### config.mk
export PLATFORM = sky130hd
export DESIGN_NAME = mem_arbiter
export DESIGN_NICKNAME = d
export VERILOG_FILES = /design/src/rtl/mem_arbiter.sv
export SDC_FILE = /design/constraint.sdc
export NUM_CORES = 1
export LEC_CHECK = 0
export BUFFER_PORTS_ARGS = -buffer_cell sky130_fd_sc_hd__buf_2
export CORE_AREA = 2 2 106 108
export DETAILED_ROUTE_END_ITERATION = 16
export DIE_AREA = 0 0 108 110
export SLEW_MARGIN = 20
export SYNTH_ARGS = -nofsm -noshare
export SYNTH_HDL_FRONTEND = slang
export SYNTH_SLANG_ARGS = --single-unit
export TNS_END_PERCENT = 100
### constraint.sdc
create_clock -name clk -period 1.38 [get_ports clk]
set_input_delay 0 -clock clk [delete_from_list [all_inputs] [get_ports clk]]
set_output_delay 0 -clock clk [all_outputs]
set_load 0.005 [all_outputs]
### src/rtl/mem_arbiter.sv
// mem_arbiter: shares one physical memory port between the instruction-fetch
// requester (i_*) and the load/store requester (d_*) of the rv32i core.
// A registered FSM grants one side at a time. When both sides request in the
// same cycle, the side that was not granted last time wins (round-robin).
// The granted side's request is forwarded combinationally to mem_*.
// mem_resp is routed back to the granted side only.
//
// Ports:
//   clk, rst             clock and synchronous active-high reset
//   i_read, i_addr       instruction read request (held until i_resp)
//   i_rdata, i_resp      instruction read data / one-cycle completion
//   d_read, d_write      data-side read / write request
//   d_addr, d_wdata      data-side address / store data
//   d_byte_enable        data-side byte mask
//   d_rdata, d_resp      data read data / one-cycle completion
//   mem_read, mem_write  memory strobes
//   mem_addr, mem_wdata  memory address / write data
//   mem_byte_enable      memory byte mask
//   mem_rdata, mem_resp  memory read data / completion pulse
module mem_arbiter #(
  parameter int ADDR_WIDTH = 32,
  parameter int DATA_WIDTH = 32
) (
  input  logic                    clk,
  input  logic                    rst,
  input  logic                    i_read,
  input  logic [ADDR_WIDTH-1:0]   i_addr,
  output logic [DATA_WIDTH-1:0]   i_rdata,
  output logic                    i_resp,
  input  logic                    d_read,
  input  logic                    d_write,
  input  logic [ADDR_WIDTH-1:0]   d_addr,
  input  logic [DATA_WIDTH-1:0]   d_wdata,
  input  logic [DATA_WIDTH/8-1:0] d_byte_enable,
  output logic [DATA_WIDTH-1:0]   d_rdata,
  output logic                    d_resp,
  output logic                    mem_read,
  output logic                    mem_write,
  output logic [ADDR_WIDTH-1:0]   mem_addr,
  output logic [DATA_WIDTH-1:0]   mem_wdata,
  output logic [DATA_WIDTH/8-1:0] mem_byte_enable,
  input  logic [DATA_WIDTH-1:0]   mem_rdata,
  input  logic                    mem_resp
);

  localparam int BE_WIDTH = DATA_WIDTH / 8;

  typedef enum logic [1:0] {
    IDLE    = 2'b00,
    GRANT_I = 2'b01,
    GRANT_D = 2'b10
  } state_t;

  state_t state_q, state_d;
  // 0 = instruction side granted last, 1 = data side granted last
  logic   last_grant_q, last_grant_d;

  logic i_req_s;
  logic d_req_s;

  assign i_req_s = i_read;
  assign d_req_s = d_read | d_write;

  // Read data is shared; consumers qualify it with their own resp.
  assign i_rdata = mem_rdata;
  assign d_rdata = mem_rdata;

  // State and round-robin history registers
  always_ff @(posedge clk) begin
    if (rst) begin
      state_q      <= IDLE;
      last_grant_q <= 1'b1;
    end else begin
      state_q      <= state_d;
      last_grant_q <= last_grant_d;
    end
  end

  // Next-state selection, memory port mux and response routing
  always_comb begin
    state_d         = state_q;
    last_grant_d    = last_grant_q;
    mem_read        = 1'b0;
    mem_write       = 1'b0;
    mem_addr        = {ADDR_WIDTH{1'b0}};
    mem_wdata       = {DATA_WIDTH{1'b0}};
    mem_byte_enable = {BE_WIDTH{1'b0}};
    i_resp          = 1'b0;
    d_resp          = 1'b0;

    case (state_q)
      IDLE: begin
        // A stray mem_resp here is ignored: no resp output is driven.
        if (i_req_s && d_req_s) begin
          // Tie: grant the side opposite the previous grant.
          if (last_grant_q) begin
            state_d      = GRANT_I;
            last_grant_d = 1'b0;
          end else begin
            state_d      = GRANT_D;
            last_grant_d = 1'b1;
          end
        end else if (i_req_s) begin
          state_d      = GRANT_I;
          last_grant_d = 1'b0;
        end else if (d_req_s) begin
          state_d      = GRANT_D;
          last_grant_d = 1'b1;
        end else begin
          state_d = IDLE;
        end
      end

      GRANT_I: begin
        mem_read        = i_read;
        mem_addr        = i_addr;
        mem_byte_enable = {BE_WIDTH{1'b1}};
        i_resp          = mem_resp;
        // Completion or abort both return to IDLE; an abort gives no resp.
        if (mem_resp || !i_req_s) begin
          state_d = IDLE;
        end else begin
          state_d = GRANT_I;
        end
      end

      GRANT_D: begin
        // Write wins when both strobes are up; no read is issued then.
        mem_read        = d_read & ~d_write;
        mem_write       = d_write;
        mem_addr        = d_addr;
        mem_wdata       = d_wdata;
        mem_byte_enable = d_byte_enable;
        d_resp          = mem_resp;
        if (mem_resp || !d_req_s) begin
          state_d = IDLE;
        end else begin
          state_d = GRANT_D;
        end
      end

      default: begin
        state_d      = IDLE;
        last_grant_d = 1'b1;
      end
    endcase
  end

endmodule

==> run summary, run 1 <==
GRT Max-Usage Layer: met2
Pre-antenna DRT Iters: 4
Synthesized Nets: 354
R2R cell count: 6
period utilization: 104%
clock insertion delay at the later pin of the skew report: 0.22 ns
Starting Density: 13.8%
nets: 470
final setup violation count: 47
root buffer cell: clkbuf_8
post-DP HPWL: 5080 um
setup TNS: -1.02 ns
post-route ant nets: 0
initial antenna violation count: 1
Max VDD drop: 0.222 mV
Synth Cell Area: 0.00148 mm^2
Area Growth Syn to Fin: 63.4%
Gate Count Post-Synth: 212
Tightest Pin Transition: 0.216 ns
min Tclk post-route: 1.43 ns
CTS Sinks: 3
RSZ-0062 raised after global routing: true
Fmax achieved: 700 MHz
status: complete, but fails checks
GR Util met1: 12.8%
Vias/cell: 3.83
violated checks: setup timing
cts bufs inserted: 3
Slew HR: 85.5%
Ys Warns: 0
Die Y-Extent: 110 um
# IOs: 274
met3 Track Usage GR: 2.82%
Final Routed Wirelength: 6910 um
layout cells sized above 1: 65.1%
Cell variety after synth: 21
placed cell areas: 0.00207 mm^2
most common cell after layout, fill and taps aside: buf_2
Clock Path Buffers: 2
Max Slew Vio Count: 0
Tot Pwr: 1.37 mW
GR Util met2: 15.7%
Worst Path Max Fanout: 11
# rows: 38
sequential standard cell area: 65.1 um^2
core area: 0.0107 mm^2
CTS HTree Levels: 1
Critical Path AT: 1.43 ns
Final Skew: 0.000911 ns
starting DRC count in detailed routing: 67
Final Instance Area: 0.00242 mm^2
Multi-input gate area: 951 um^2
Mean Syn Cell Area: 6.99 um^2
Worst Setup End Kind: primary output
crit path launch type: flop
Max Cap Viol: 0
worst setup path class: reg -> out
first-pass GRT wire length: 8760 um
Worst Hold Class: in -> out
DIE AREA: 0.0119 mm^2
global placement routability congestion: 0.722
Buffers on Ports: 177
total grt overflow: 0
routed vias: 1794
hold path cells: 0
largest net degree at the start of global routing: 26
Critical Path RT: 1.38 ns
DRC errors left: 0
commonest cells after routing, fill and taps aside: buf_2 (177), nor2b_1 (36), and2_1 (36)
pwr dens: 565 mW/mm^2
Worst-path clk slew: 0.03 ns
filler cell count: 1200
vias in the first global route: 1602
flops & latches, synth: 3
die width: 108 um
post-synthesis sequential area ratio: 4.05%
WL/cell: 14.8 um
Pleak: 1.24 nW
final worst setup slack: -0.0488 ns
Final Hold Fails: 0
dpl ws: 0.0541 ns
total global-route track usage: 9.65%
TritonCTS clock tree: yes
==> through the flow <==
step                cells  hold slack [ns]  util (%)
floorplan             212           0.0646         -
global placement      454        0.0000507      19.4
detailed placement    454        0.0000507      19.4
CTS                   462        0.0000507      21.4
global route          467        0.0000118      22.6
finish                468       0.00000289      22.6
==> final timing paths <==
check | startpoint | end | slack (ns)
max | state_q[0] | mem_addr[12] | -0.05
min | mem_rdata[8] | d_rdata[8] | 0.000003
max reg2reg | state_q[1] | state_q[0] | 0.05
min reg2reg | last_grant_q | last_grant_q | 0.59
==> flip-flops by register name (all words and copies together) (netlist names) <==
| register | count |
|---|---|
| last_grant_q | 1 |
| state_q | 2 |
==> layout make-up <==
class                           instances  share of cell area [%]
Timing Repair Buffer                  191                    48.3
Tap cell                              140                    7.24
Multi-Input combinational cell        127                    39.3
Sequential cell                         3                    2.69
Inverter                                2                   0.517
Clock buffer                            4                    1.86
Antenna cell                            1                   0.103
==> worst max-delay path, stage by stage, from the launching register on <==
cell and delay [ns]:
dfxtp_2 0.38, inv_4 0.06, ha_4 0.20, clkbuf_16 0.18, a22oi_2 0.18, nor2b_1 0.06, buf_2 0.14
==> synth_stat cells <==
cell type  instances  share of area, %
a211oi_2           1              0.84
a21oi_1            5               1.7
a22oi_1           32                16
a31o_1             1              0.59
and2_1            36                15
buf_2              8               2.7
buf_4             66                33
clkbuf_1           6               1.5
dfxtp_1            3               4.1
ha_1               4               3.4
inv_1              2              0.51
nand2_1            3              0.76
nand2b_1           1              0.42
nand3b_1           1              0.51
nand4b_1           1              0.59
nor2_1             1              0.25
nor2b_1           37                16
nor4_1             1              0.42
o211ai_1           1              0.51
o21ai_0            1              0.34
or2_0              1              0.42
==> metal layers <==
| metal | share of wire, % | routed length [um] |
|---|---|---|
| met1 | 45 | 3090 |
| met2 | 47 | 3230 |
| met3 | 8.0 | 555 |
| met4 | 0.49 | 34 |
| met5 | 0 | 0 |
==> where the power goes <==
part,switching [mW],total [mW],internal [mW]
registers,0.0160,0.115,0.0992
logic,0.426,1.00,0.574
clock network,0.0572,0.254,0.197
total,0.499,1.37,0.870
==> repair_timing <==
item / 4_1_cts / 5_1_grt
cloned: 2 / 5
hold endpoints to repair: 1 / 0
endpoints found under the setup margin: 38 / 61
pin swaps: 0 / 1
setup buffers: 1 / 0
hold buffers: 1 / 0
resized for setup: 21 / 6
==> cell families after synthesis <==
logic type | after synthesis | share of synthesized area (%)
compound gates | 41 | 20.2
fa+ha+maj | 4 | 3.38
buf+inv | 82 | 38.2
simple gates | 82 | 34.2
flops | 3 | 4.05
No activity file was read; power rests on OpenSTA's default activity.
==> inputs of run 2 (changes only) <==
- ABC_AREA: default -> 1
- CORE_AREA: 2 2 106 108 -> 2 2 105 107
- DIE_AREA: 0 0 108 110 -> 0 0 107 109
==> run 2 against run 1 <==
Against the previous run: the flow still finishes with violations (setup timing); global-route usage grew 1.6 points; register-to-register slack gained 0.03 ns; flip-flop and latch count is the same; clock skew is essentially flat; combinational power grew 21%; area after synthesis grew 3.0%; worst hold slack is essentially flat; largest power group unchanged; utilization grew 2.3 points; critical path depth grew 1; sequential share of layout area shrank 0.13 points.
==> run summary, run 2 <==
Synthesized Nets: 431
# IOs: 274
total grt overflow: 0
async set-reset flop share out of synthesis: 0%
Top Registers: state_q (2), last_grant_q (1)
setup TNS: -0.691 ns
Layout Cells excl Fill: 548
Mean Syn Cell Area: 5.28 um^2
post-route ant nets: 0
Area Growth Syn to Fin: 73.4%
Synth Cell Area: 0.00153 mm^2
worst r2r dst: state_q[0]
met2 wire len: 3670 um
crit path launch type: flop
top-count cell post-synth: nand2_1
root buffer cell: clkbuf_8
final worst setup slack: -0.0436 ns
DIE AREA: 0.0117 mm^2
Worst Path Max Fanout: 11
ranking of synthesized cells by area: buf_4 (35%), nand2_1 (27%), a21oi_1 (13%)
cts bufs inserted: 3
Max Cap Viol: 0
most common cell after layout, fill and taps aside: buf_2
starting DRC count in detailed routing: 39
hold path cells: 0
Pre-antenna DRT Iters: 4
RSZ-0062 raised after global routing: true
CTS Sinks: 3
die width: 107 um
Die Y-Extent: 109 um
violated checks: setup timing
status: complete, but fails checks
hold_sp: mem_rdata[21]
worst r2r src: state_q[1]
TritonCTS clock tree: yes
WL/cell: 13.6 um
first-pass GRT wire length: 9690 um
reg2reg setup slack: 0.08 ns
Pleak: 1.65 nW
# rows: 38
Max VDD drop: 0.373 mV
Final Util: 25.0%
global placement routability congestion: 0.739
Starting Density: 14.4%
placed cell areas: 0.00209 mm^2
Tightest Pin Transition: 0.264 ns
period utilization: 103%
Critical Path AT: 1.42 ns
Critical Path RT: 1.38 ns
R2R cell count: 7
Final Skew: 0.00105 ns
final hold slack: 0.00000260 ns
Tot Pwr: 1.58 mW
WL met1: 2880 um
Worst-path clk slew: 0.03 ns
most common library cells after synthesis: nand2_1 (108), buf_4 (71), inv_1 (43)
worst setup path class: reg -> out
nets: 551
hold_buf cts: 0
flops & latches, synth: 3
vias in the first global route: 1709
clock insertion delay at the later pin of the skew report: 0.22 ns
Slew HR: 82.3%
Gate Count Post-Synth: 289
DRC errors left: 0
met3 wire length: 655 um
commonest cells after routing, fill and taps aside: buf_2 (177), nand2_1 (82), inv_1 (40)
min Tclk post-route: 1.42 ns
EDFF count, synth: 0
total global-route track usage: 11.2%
routed vias: 2065
Cell variety after synth: 18
Max Slew Vio Count: 0
Biggest register: state_q
Buffers on Ports: 177
antenna cells: 0
layout cells sized above 1: 62.3%
Final Routed Wirelength: 7460 um
Worst Hold Endpoint: d_rdata[21]
Worst Hold Class: in -> out
Ys Warns: 0
largest net degree at the start of global routing: 28
core area: 0.0106 mm^2
pwr dens: 598 mW/mm^2
initial antenna violation count: 0
Final Instance Area: 0.00265 mm^2
placed insts: 531
Clock Path Buffers: 2
CTS HTree Levels: 1
Worst Setup End Kind: primary output
Multi-input gate area: 945 um^2
final setup violation count: 37
sequential standard cell area: 67.6 um^2
filler cell count: 1235
Fmax achieved: 702 MHz
Vias/cell: 3.77
post-synthesis sequential area ratio: 3.93%
dpl ws: 0.0224 ns
highest metal used: met4
Synth top area share: 34.9%
top_reg_cell synth: dfxtp_1
Final Hold Fails: 0
post-DP HPWL: 4830 um
cell taking the most area after synthesis: buf_4
Largest register FFs: 2
==> run 2: changes by cell type after synthesis, moves of 3 or more <==
| cell | change |
|---|---|
| a21oi_1 | +34 |
| nand2_1 | +105 |
| clkbuf_1 | -5 |
| inv_1 | +41 |
| buf_4 | +5 |
| nor2_1 | +3 |
| and2_1 | -36 |
| nor2b_1 | -37 |
| a22oi_1 | -32 |
==> run 2: where the power goes <==
group	internal (mW)	switching [mW]	total, mW
Clock	0.197	0.0584	0.255
Sequential	0.102	0.0178	0.120
Combinational	0.585	0.623	1.21
Total	0.884	0.699	1.58
==> run 2: per-layer routing <==
| metal | GRT usage (%) | up-vias |
|---|---|---|
| met5 | 0 | - |
| met4 | 4.73 | 0 |
| met3 | 2.99 | 30 |
| met2 | 19.3 | 129 |
| met1 | 13.1 | 867 |
| li1 | - | 1039 |
==> run 2: cells by family after synthesis <==
logic type	share of synthesized area, %
AOI/OAI and AO/OA	14.1
and+or+nand+nor	29.5
adders and majority gates	3.28
buffers and inverters	49.2
DFF	3.93
==> run 2: layout make-up <==
type                       instances  area share, %
multi-input combinational        163           35.7
clock buffer                       4           1.70
tap                              140           6.62
inverter                          43           6.29
sequential                         3           2.55
timing repair buffer             195           47.1
==> run 2: timing repair <==
item / 4_1_cts / 5_1_grt
setup buffers: 4 / 3
endpoints found under the setup margin: 37 / 60
pin swaps: 6 / 18
gates cloned: 6 / 2
resized for setup: 36 / 42
==> run 2: worst max path at each step <==
stage | from | to | slack [ns]
floorplan | state_q[0] | last_grant_q | 0.16
global placement | state_q[1] | mem_byte_enable[3] | 0.02
detailed placement | state_q[0] | mem_byte_enable[3] | 0.02
CTS | state_q[0] | mem_addr[14] | -0.06
global route | state_q[0] | mem_read | -0.11
finish | state_q[0] | mem_wdata[22] | -0.04
==> run 2: critical path, cell delays in order (launching register included) <==
cell	delay, ns
dfxtp_4	0.35
inv_4	0.07
ha_4	0.25
buf_4	0.16
clkbuf_16	0.15
nand2_1	0.06
inv_1	0.05
buf_2	0.10
==> inputs of run 3 (changes only) <==
- SKIP_LAST_GASP: default -> 1
==> run 3 against run 2 <==
Against the previous run: the run still ends with setup timing left; combinational power down 7%; maximum frequency shrank 0.37%; worst hold slack about the same; die area unchanged.
==> run summary, run 3 (synthesized netlist as in run 2, its figures left out) <==
status: complete, but fails checks
violated checks: setup timing
R2R cell count: 7
# IOs: 274
Tightest Pin Transition: 0.252 ns
cts bufs inserted: 3
crit path launch type: flop
Worst Setup End Kind: primary output
Clock Path Buffers: 2
Worst Hold Class: in -> out
starting DRC count in detailed routing: 60
slowest stage delay, CP: 0.37 ns
hold_buf cts: 0
met3 wire length: 665 um
Critical Path AT: 1.43 ns
final setup violation count: 43
vias in the first global route: 1711
Die Y-Extent: 109 um
WL met1: 2730 um
pwr dens: 595 mW/mm^2
first-pass GRT wire length: 9660 um
Slew HR: 83.2%
core area: 0.0106 mm^2
Critical Path RT: 1.38 ns
TritonCTS clock tree: yes
DRC errors left: 0
Area Growth Syn to Fin: 65.2%
hold_sp: mem_rdata[9]
Vias/cell: 3.73
initial antenna violation count: 0
worst setup path class: reg -> out
Worst Path Max Fanout: 27
worst r2r dst: state_q[0]
Fmax achieved: 700 MHz
die width: 107 um
CTS Sinks: 3
routed vias: 2045
CP max-delay cell: dfxtp_4
Pleak: 1.58 nW
Max VDD drop: 0.371 mV
Worst Hold Endpoint: i_rdata[9]
placed cell areas: 0.00209 mm^2
Final Skew: 0.000965 ns
period utilization: 104%
CP Cell Sequence: inv_4 > ha_4 > inv_1 > buf_12 > a21oi_1 > buf_2
min Tclk post-route: 1.43 ns
DIE AREA: 0.0117 mm^2
root buffer cell: clkbuf_8
antenna cells: 0
Worst-path clk slew: 0.03 ns
post-DP HPWL: 4830 um
Biggest register: state_q
most common cell after layout, fill and taps aside: buf_2
dpl ws: 0.0224 ns
nets: 551
RSZ-0062 raised after global routing: true
global placement routability congestion: 0.739
Final Hold Fails: 0
Top Registers: state_q (2), last_grant_q (1)
Pre-antenna DRT Iters: 4
reg2reg setup slack: 0.07 ns
total grt overflow: 0
Max Cap Viol: 0
total global-route track usage: 11.2%
sequential standard cell area: 67.6 um^2
final worst setup slack: -0.0488 ns
Largest register FFs: 2
largest net degree at the start of global routing: 28
WL/cell: 13.0 um
post-route ant nets: 0
commonest cells after routing, fill and taps aside: buf_2 (177), nand2_1 (105), inv_1 (40)
Final Util: 23.8%
layout cells sized above 1: 55.4%
Starting Density: 14.4%
CTS HTree Levels: 1
Buffers on Ports: 177
Final Routed Wirelength: 7120 um
met2 wire len: 3480 um
highest metal used: met4
worst r2r src: state_q[1]
Multi-input gate area: 833 um^2
hold path cells: 0
# rows: 38
clock insertion delay at the later pin of the skew report: 0.21 ns
Max Slew Vio Count: 0
Tot Pwr: 1.50 mW
Final Instance Area: 0.00252 mm^2
filler cell count: 1240
-- run 3: critical path: cells and delay by family (launching register included) --
kind | cells | cell delay (ns)
AO/OA/AOI/OAI | 1 | 0.14
adder cells (fa/ha/maj) | 1 | 0.26
buffers and inverters | 4 | 0.42
flip-flops | 1 | 0.37
-- run 3: metal layers --
layer / GRT usage [%] / up-vias
met5: 0 / -
met4: 4.73 / 0
met3: 2.99 / 28
met2: 19.6 / 130
met1: 12.8 / 851
li1: - / 1036
-- run 3: layout make-up --
class                           count  area share [%]
Clock buffer                        4            1.79
Inverter                           43            6.75
Multi-Input combinational cell    163            33.1
Sequential cell                     3            2.68
Tap cell                          140            6.95
Timing Repair Buffer              195            48.8
-- run 3: how the worst max path moves through the flow --
stage	start	to	slack, ns	cells past startpoint
final	state_q[0]	mem_addr[26]	-0.05	6
after global routing	state_q[0]	mem_wdata[15]	-0.11	6
after CTS	state_q[0]	mem_addr[14]	-0.06	7
after detailed placement	state_q[0]	mem_byte_enable[3]	0.02	6
after global placement	state_q[1]	mem_byte_enable[3]	0.02	6
after floorplan	state_q[0]	last_grant_q	0.16	7
-- run 3: metrics by stage --
step                hold slack, ns  TNS (ns)  std cells
floorplan                   0.0791         0        289
global placement         0.0000536         0        531
detailed placement       0.0000536         0        531
CTS                      0.0000536     -1.82        545
global route             0.0000121     -4.30        548
finish                  0.00000255    -0.527        548
-- run 3: where the power goes --
part / total, mW / internal [mW] / switching (mW)
registers: 0.120 / 0.102 / 0.0177
clock network: 0.255 / 0.197 / 0.0578
logic: 1.12 / 0.559 / 0.566
total: 1.50 / 0.858 / 0.641
-- run 3: repair_timing --
action	in CTS	in global routing
setup endpoints to repair	37	59
pin swaps	5	17
setup buffers	4	4
cloned	6	1
resized for setup	30	14
